==> config.mk <==
export PLATFORM = sky130hd
export DESIGN_NAME = ifetch_group_flat
export DESIGN_NICKNAME = d
export VERILOG_FILES = /design/src/rtl/ifetch_group_if.sv /design/src/rtl/ifetch_group.sv /design/src/flat_wrapper.sv
export SDC_FILE = /design/constraint.sdc
export NUM_CORES = 1
export LEC_CHECK = 0
export ABC_AREA = 1
export BUFFER_PORTS_ARGS = -buffer_cell sky130_fd_sc_hd__buf_2
export CORE_MARGIN = 4
export CORE_UTILIZATION = 38
export DETAILED_ROUTE_END_ITERATION = 8
export HOLD_SLACK_MARGIN = 0.1
export MAX_ROUTING_LAYER = met4
export PLACE_DENSITY = 0.6
export RECOVER_POWER = 100
export SETUP_SLACK_MARGIN = 0.05
export SYNTH_ARGS = -nofsm -noshare
export SYNTH_HDL_FRONTEND = slang
export SYNTH_SLANG_ARGS = --single-unit
==> constraint.sdc <==
create_clock -name clk -period 4.8 [get_ports clk]
set_clock_uncertainty 0.2 [all_clocks]
set_input_delay 0.48 -clock clk [delete_from_list [all_inputs] [get_ports clk]]
set_output_delay 0.48 -clock clk [all_outputs]
set_load 0.01 [all_outputs]
==> src/rtl/ifetch_group_if.sv <==
// Instruction-memory line-read bus: one outstanding request, req held until gnt,
// one rvalid beat carrying the 128-bit line.
interface ifetch_group_if;
  logic         req;
  logic [31:0]  addr;
  logic         gnt;
  logic         rvalid;
  logic [127:0] rdata;

  modport master (output req, addr, input gnt, rvalid, rdata);
  modport slave  (input req, addr, output gnt, rvalid, rdata);
endinterface

==> src/rtl/ifetch_group.sv <==
// ifetch_group: fetches aligned 4-word lines and feeds the instruction buffer lanes.
// Define IFETCH_PREFETCH_EN for a next-line register with one-ahead prefetch.
module ifetch_group_lane #(
  parameter int K     = 0,
  parameter int LANES = 4
) (
  input  logic                   en_i,
  input  logic [1:0]             ptr_i,
  input  logic [LANES-1:0][31:0] line_i,
  output logic [31:0]            data_o,
  output logic                   valid_o
);
  logic [2:0] pos;

  assign pos     = {1'b0, ptr_i} + 3'(K);
  assign valid_o = en_i && (pos < 3'(LANES));
  assign data_o  = valid_o ? line_i[pos[1:0]] : 32'h0;
endmodule

module ifetch_group #(
  parameter logic [31:0] RESET_PC = 32'h0000_0000,
  parameter int          LANES    = 4
) (
  input  logic        clk,
  input  logic        reset,
  input  logic        flush,
  input  logic [31:0] redirect_pc,
  input  logic [2:0]  in_count,
  output logic [31:0] Iin1,
  output logic [31:0] Iin2,
  output logic [31:0] Iin3,
  output logic [31:0] Iin4,
  output logic        Iin1Valid,
  output logic        Iin2Valid,
  output logic        Iin3Valid,
  output logic        Iin4Valid,
  output logic [31:0] fetch_pc,
  ifetch_group_if.master imem
);
  typedef enum logic [1:0] {FETCH, WAIT, DELIVER, DISCARD} state_e;

  state_e                 state_q, state_d;
  logic [31:0]            pc_q, pc_d;
  logic [1:0]             ptr_q, ptr_d;
  logic [LANES-1:0][31:0] line_q, line_d;
  logic                   started_q;
  logic                   req, busy, last;
  logic [31:0]            addr, line_nxt;
  logic [2:0]             cnt, rem, n;

  assign cnt      = (in_count > 3'd4) ? 3'd4 : in_count;
  assign rem      = 3'd4 - {1'b0, ptr_q};
  assign n        = (cnt < rem) ? cnt : rem;
  assign last     = (({1'b0, ptr_q} + n) == 3'd4);
  assign line_nxt = {pc_q[31:4] + 28'd1, 4'h0};

`ifdef IFETCH_PREFETCH_EN
  logic                   pf_q, pf_d, nvld_q, nvld_d, rv;
  logic [LANES-1:0][31:0] nline_q, nline_d;

  // pf_q is only ever set while delivering, so any rvalid then answers the prefetch
  assign rv   = imem.rvalid && pf_q;
  assign busy = (state_q == WAIT) || (state_q == DISCARD) || pf_q;
`else
  assign busy = (state_q == WAIT) || (state_q == DISCARD);
`endif

  always_comb begin
    state_d = state_q;
    pc_d    = pc_q;
    ptr_d   = ptr_q;
    line_d  = line_q;
    req     = 1'b0;
    addr    = {pc_q[31:4], 4'h0};
`ifdef IFETCH_PREFETCH_EN
    pf_d    = pf_q;
    nvld_d  = nvld_q;
    nline_d = nline_q;
`endif
    case (state_q)
      FETCH: begin
        req = started_q;
        if (req && imem.gnt) state_d = WAIT;
      end
      WAIT: begin
        if (imem.rvalid) begin
          line_d  = imem.rdata;
          state_d = DELIVER;
`ifdef IFETCH_PREFETCH_EN
          req  = 1'b1;
          addr = line_nxt;
          pf_d = imem.gnt;
`endif
        end
      end
      DELIVER: begin
`ifdef IFETCH_PREFETCH_EN
        if (rv) pf_d = 1'b0;
        if (last) begin
          pc_d  = line_nxt;
          ptr_d = 2'd0;
          if (nvld_q || rv) begin
            // promote the next line in place and immediately ask for the one after
            line_d = nvld_q ? nline_q : imem.rdata;
            nvld_d = 1'b0;
            req    = 1'b1;
            addr   = {pc_q[31:4] + 28'd2, 4'h0};
            if (imem.gnt) pf_d = 1'b1;
          end else if (pf_q) begin
            state_d = WAIT;
            pf_d    = 1'b0;
          end else begin
            req     = 1'b1;
            addr    = line_nxt;
            state_d = imem.gnt ? WAIT : FETCH;
          end
        end else begin
          ptr_d = ptr_q + n[1:0];
          pc_d  = pc_q + {27'b0, n, 2'b00};
          if (rv) begin
            nline_d = imem.rdata;
            nvld_d  = 1'b1;
          end else if (!pf_q && !nvld_q) begin
            req  = 1'b1;
            addr = line_nxt;
            if (imem.gnt) pf_d = 1'b1;
          end
        end
`else
        if (last) begin
          pc_d    = line_nxt;
          ptr_d   = 2'd0;
          state_d = FETCH;
        end else begin
          ptr_d = ptr_q + n[1:0];
          pc_d  = pc_q + {27'b0, n, 2'b00};
        end
`endif
      end
      DISCARD: begin
        if (imem.rvalid) state_d = FETCH;
      end
      default: state_d = FETCH;
    endcase

    // Flush wins; a response landing in the flush cycle closes the transaction,
    // so only a still-unanswered (or just-granted) request needs DISCARD.
    if (flush) begin
      pc_d    = redirect_pc;
      ptr_d   = redirect_pc[3:2];
      line_d  = line_q;
      state_d = ((busy && !imem.rvalid) || (req && imem.gnt)) ? DISCARD : FETCH;
`ifdef IFETCH_PREFETCH_EN
      pf_d    = 1'b0;
      nvld_d  = 1'b0;
      nline_d = nline_q;
`endif
    end
  end

  always_ff @(posedge clk or negedge reset) begin
    if (!reset) begin
      state_q   <= FETCH;
      pc_q      <= RESET_PC;
      ptr_q     <= RESET_PC[3:2];
      line_q    <= '0;
      started_q <= 1'b0;
    end else begin
      state_q   <= state_d;
      pc_q      <= pc_d;
      ptr_q     <= ptr_d;
      line_q    <= line_d;
      started_q <= 1'b1;
    end
  end

`ifdef IFETCH_PREFETCH_EN
  always_ff @(posedge clk or negedge reset) begin
    if (!reset) begin
      pf_q    <= 1'b0;
      nvld_q  <= 1'b0;
      nline_q <= '0;
    end else begin
      pf_q    <= pf_d;
      nvld_q  <= nvld_d;
      nline_q <= nline_d;
    end
  end
`endif

  logic                   deliver;
  logic [LANES-1:0][31:0] lane_data;
  logic [LANES-1:0]       lane_vld;

  assign deliver = (state_q == DELIVER);

  for (genvar k = 0; k < LANES; k++) begin : g_lane
    ifetch_group_lane #(.K(k), .LANES(LANES)) u_lane (
      .en_i   (deliver),
      .ptr_i  (ptr_q),
      .line_i (line_q),
      .data_o (lane_data[k]),
      .valid_o(lane_vld[k])
    );
  end

  assign Iin1      = lane_data[0];
  assign Iin2      = lane_data[1];
  assign Iin3      = lane_data[2];
  assign Iin4      = lane_data[3];
  assign Iin1Valid = lane_vld[0];
  assign Iin2Valid = lane_vld[1];
  assign Iin3Valid = lane_vld[2];
  assign Iin4Valid = lane_vld[3];
  assign fetch_pc  = pc_q;
  assign imem.req  = req;
  assign imem.addr = addr;
endmodule

==> src/flat_wrapper.sv <==
// flat-port wrapper written by rule: the top's interface ports become plain ports
module ifetch_group_flat 
#(
  parameter logic [31:0] RESET_PC = 32'h0000_0000,
  parameter int          LANES    = 4
)
  (clk, reset, flush, redirect_pc, in_count, Iin1, Iin2, Iin3, Iin4, Iin1Valid, Iin2Valid, Iin3Valid, Iin4Valid, fetch_pc, imem_req, imem_addr, imem_gnt, imem_rvalid, imem_rdata);
  ifetch_group_if imem_i ();
  input  logic clk;
  input  logic reset;
  input  logic flush;
  input  logic [31:0] redirect_pc;
  input  logic [2:0] in_count;
  output logic [31:0] Iin1;
  output logic [31:0] Iin2;
  output logic [31:0] Iin3;
  output logic [31:0] Iin4;
  output logic Iin1Valid;
  output logic Iin2Valid;
  output logic Iin3Valid;
  output logic Iin4Valid;
  output logic [31:0] fetch_pc;
  output wire logic [$bits(imem_i.req)-1:0] imem_req;
  output wire logic [$bits(imem_i.addr)-1:0] imem_addr;
  input wire logic [$bits(imem_i.gnt)-1:0] imem_gnt;
  input wire logic [$bits(imem_i.rvalid)-1:0] imem_rvalid;
  input wire logic [$bits(imem_i.rdata)-1:0] imem_rdata;
  assign imem_req = imem_i.req;
  assign imem_addr = imem_i.addr;
  assign imem_i.gnt = imem_gnt;
  assign imem_i.rvalid = imem_rvalid;
  assign imem_i.rdata = imem_rdata;
  ifetch_group #(.RESET_PC(RESET_PC), .LANES(LANES)) u_core (.clk(clk), .reset(reset), .flush(flush), .redirect_pc(redirect_pc), .in_count(in_count), .Iin1(Iin1), .Iin2(Iin2), .Iin3(Iin3), .Iin4(Iin4), .Iin1Valid(Iin1Valid), .Iin2Valid(Iin2Valid), .Iin3Valid(Iin3Valid), .Iin4Valid(Iin4Valid), .fetch_pc(fetch_pc), .imem(imem_i));
endmodule
==> out/metrics.yaml <==
dieWidth_um: 177
dp_hpwl_um: 25300
drive_above_1_share_pct: 14.3
grt_pass1_vias: 10600
r2r_start: "u_core.ptr_q[1]$_DFFE_PN0P_"
final_cells: 2270
cp-start-kind: "flop"
leakage_nw: 6.76
clkLatencyLatePin_ns: 0.43
synth_area_um2: 10900
fin_ws_ns: 0.685
worstReg2RegEnd: "u_core.fetch_pc[26]$_DFFE_PN0P_"
synth-xor-area-share_pct: 0.161
drv_slew: 83
hold_end: "u_core.line_q[57]$_DFFE_PN0P_"
fin_hold_ws_ns: 0.105
failed_checks: "capacitance limit, slew limit"
area_growth_pct: 27.8
wl_um: 36500
fmax_ghz: 0.243
min_path_type: "in -> reg"
grt_start_max_net_pins: 262
wl_per_cell_um: 16.1
first_pass_iters: 6
io_buffer_count: 360
grtUsageTotal_pct: 23.3
syn_avg_cell_area_um2: 7.31
ios: 365
num_rows: 61
cts_root_buf: "clkbuf_16"
power.density_nw_per_um2: 610
drtIter0Drc: 874
worst_slew_pin_slew_ns: 2.03
synth_top_family_by_area: "simple AND/OR/NAND/NOR gates"
initial_core_util_pct: 38.8
finalHoldViolations: 0
crit_type: "reg -> out"
drv_cap: 2
fin_tns_setup_ns: 0
holdBufCountCts: 117
pre_cts_ws_ns: 0.996
cp-end-kind: "primary output"
required_ns: 4.12
htree_levels: 4
whs_path_depth: 3
antenna_found_initial: 1
synth_cell_types: 37
cts_resized: 0
outcome: "finished, violations left"
max_slew_margin_pct: -35.5
synthMuxAreaShare_pct: 8.21
vias: 11300
synth-seq-cells: 165
clockBufferDepth: 2
worstPathArrival_ns: 3.44
nNetsFinal: 2059
hp-start: "imem_rdata[57]"
core_um2: 28000
via_per_inst: 4.99
cts.sinks: 165
synth_compound_area_share_pct: 16.4
reg2regPathDepth: 18
setup_violations: 0
yosysSeqAreaShare_pct: 38.0
layout_min_cycle_time_ns: 4.12
vdd_drop_max_uv: 465
placed_area_um2: 12600
drc_errors: 0
cts_buffers: 17
placed_cells: 2120
synthCells: 1488
cts_tree: "done"
yosys_warnings: 0
cts.clk_slew.worst_paths_ns: 0.08
rsz0062_at_grt: "no"
post_cts_buffers: 0
min_period_over_period_pct: 85.7
final_cell_area_um2: 13900
final.fill_count: 2928
synthSimpleGateAreaFrac_pct: 23.7
synth_fa_ha_area_share_pct: 1.63
die_area_um2: 31400
overflow: 0
crit_fanout: 41
postRouteAntennaNets: 0
r2r_setup_slack_ns: 0.80
die_y_um: 177
gp_congestion: 0.873
grt_pass1_wl_um: 56700
==> metal layers <==
| layer | GRT usage (%) | wire, µm |
|---|---|---|
| met3 | 3.59 | 2340 |
| met1 | 29.9 | 15500 |
| met2 | 38.2 | 17900 |
| met4 | 7.38 | 824 |
| met5 | - | 0 |
==> where the power goes <==
group	switching, mW	leakage, nW	internal [mW]
combinational	3.16	4.57	1.53
sequential	0.429	1.91	1.99
clock	0.692	0.282	0.698
total	4.28	6.76	4.21
==> Yosys cell counts (all sizes together) <==
library cell	instances	area share [%]
nand4	11	0.63
o21ai	220	10
a21oi	71	3.6
nand2	298	10
or2	2	0.11
nand3	54	2.6
xor2	2	0.16
buf	80	5.3
inv	148	5.1
clkbuf	42	1.4
a31oi	2	0.11
a22oi	1	0.069
o22ai	34	2.0
a41oi	1	0.081
mux2	64	8.2
o221ai	1	0.081
conb	2	0.069
dfrtp	165	38
nor2	266	9.6
o31ai	1	0.069
fa	2	0.37
nor3	5	0.28
a22o	1	0.081
o21bai	4	0.28
ha	11	1.3
==> worst max-delay path, cell delays in order (launching register included) <==
cell	delay [ns]
dfrtp_1	0.40
inv_1	0.10
nor2_1	0.13
inv_1	0.16
nor2_1	0.08
inv_1	1.09
clkbuf_2	0.63
o22ai_1	0.20
clkbuf_1	0.19
==> worst max path at each step <==
stage                                 endpoint  slack, ns                     startpoint
6_report                               Iin1[6]       0.68  u_core.state_q[1]$_DFFE_PN0P_
5_1_grt                                Iin2[2]       0.38  u_core.state_q[1]$_DFFE_PN0P_
4_1_cts        u_core.fetch_pc[11]$_DFFE_PN0P_       1.01    u_core.ptr_q[1]$_DFFE_PN0P_
3_5_place_dp   u_core.fetch_pc[11]$_DFFE_PN0P_        1.0                    in_count[1]
3_3_place_gp   u_core.fetch_pc[11]$_DFFE_PN0P_       1.09                    in_count[1]
2_1_floorplan  u_core.fetch_pc[11]$_DFFE_PN0P_       0.52    u_core.ptr_q[0]$_DFFE_PN0P_
==> stage by stage <==
stage	total power, mW	util, %
finish	8.49	49.6
global route	9.28	49.6
CTS	8.91	51.3
detailed placement	7.41	45.0
global placement	7.33	45.0
floorplan	5.93	-
==> flip-flops by register name (all words and copies together), names as in the netlist <==
signal and cells:
u_core.fetch_pc 32, u_core.started_q 1, u_core.line_q 128, u_core.ptr_q 2
u_core.state_q 2
==> cells by family after synthesis <==
family          count (synthesis)
xor+xnor                        2
fa+ha+maj                      13
flops                         165
mux                            64
other cells                     2
simple gates                  636
buf+inv                       270
compound gates                336
==> final cells by class <==
| type | instances | area [µm²] | area share (%) |
|---|---|---|---|
| Multi-Input combinational cell | 1056 | 5260 | 37.8 |
| Sequential cell | 165 | 4130 | 29.7 |
| Timing Repair Buffer | 490 | 2900 | 20.8 |
| Inverter | 148 | 556 | 3.99 |
| Tap cell | 378 | 473 | 3.40 |
| Clock buffer | 17 | 425 | 3.06 |
| Clock inverter | 15 | 160 | 1.15 |
| Antenna cell | 1 | 2.50 | 0.0180 |
==> cells in the final DEF (no fill, tap or decap), types with 11 or more instances in the layout <==
cell,n
mux2_2,18
nand4_1,11
dlygate4sd3_1,117
clkbuf_16,17
buf_2,184
mux2_1,46
nand3_1,53
clkbuf_1,177
inv_1,145
dfrtp_1,164
nor2_1,262
nand2_1,295
o22ai_1,34
o21ai_0,216
a21oi_1,62
Power figures use the tool's default switching activity.
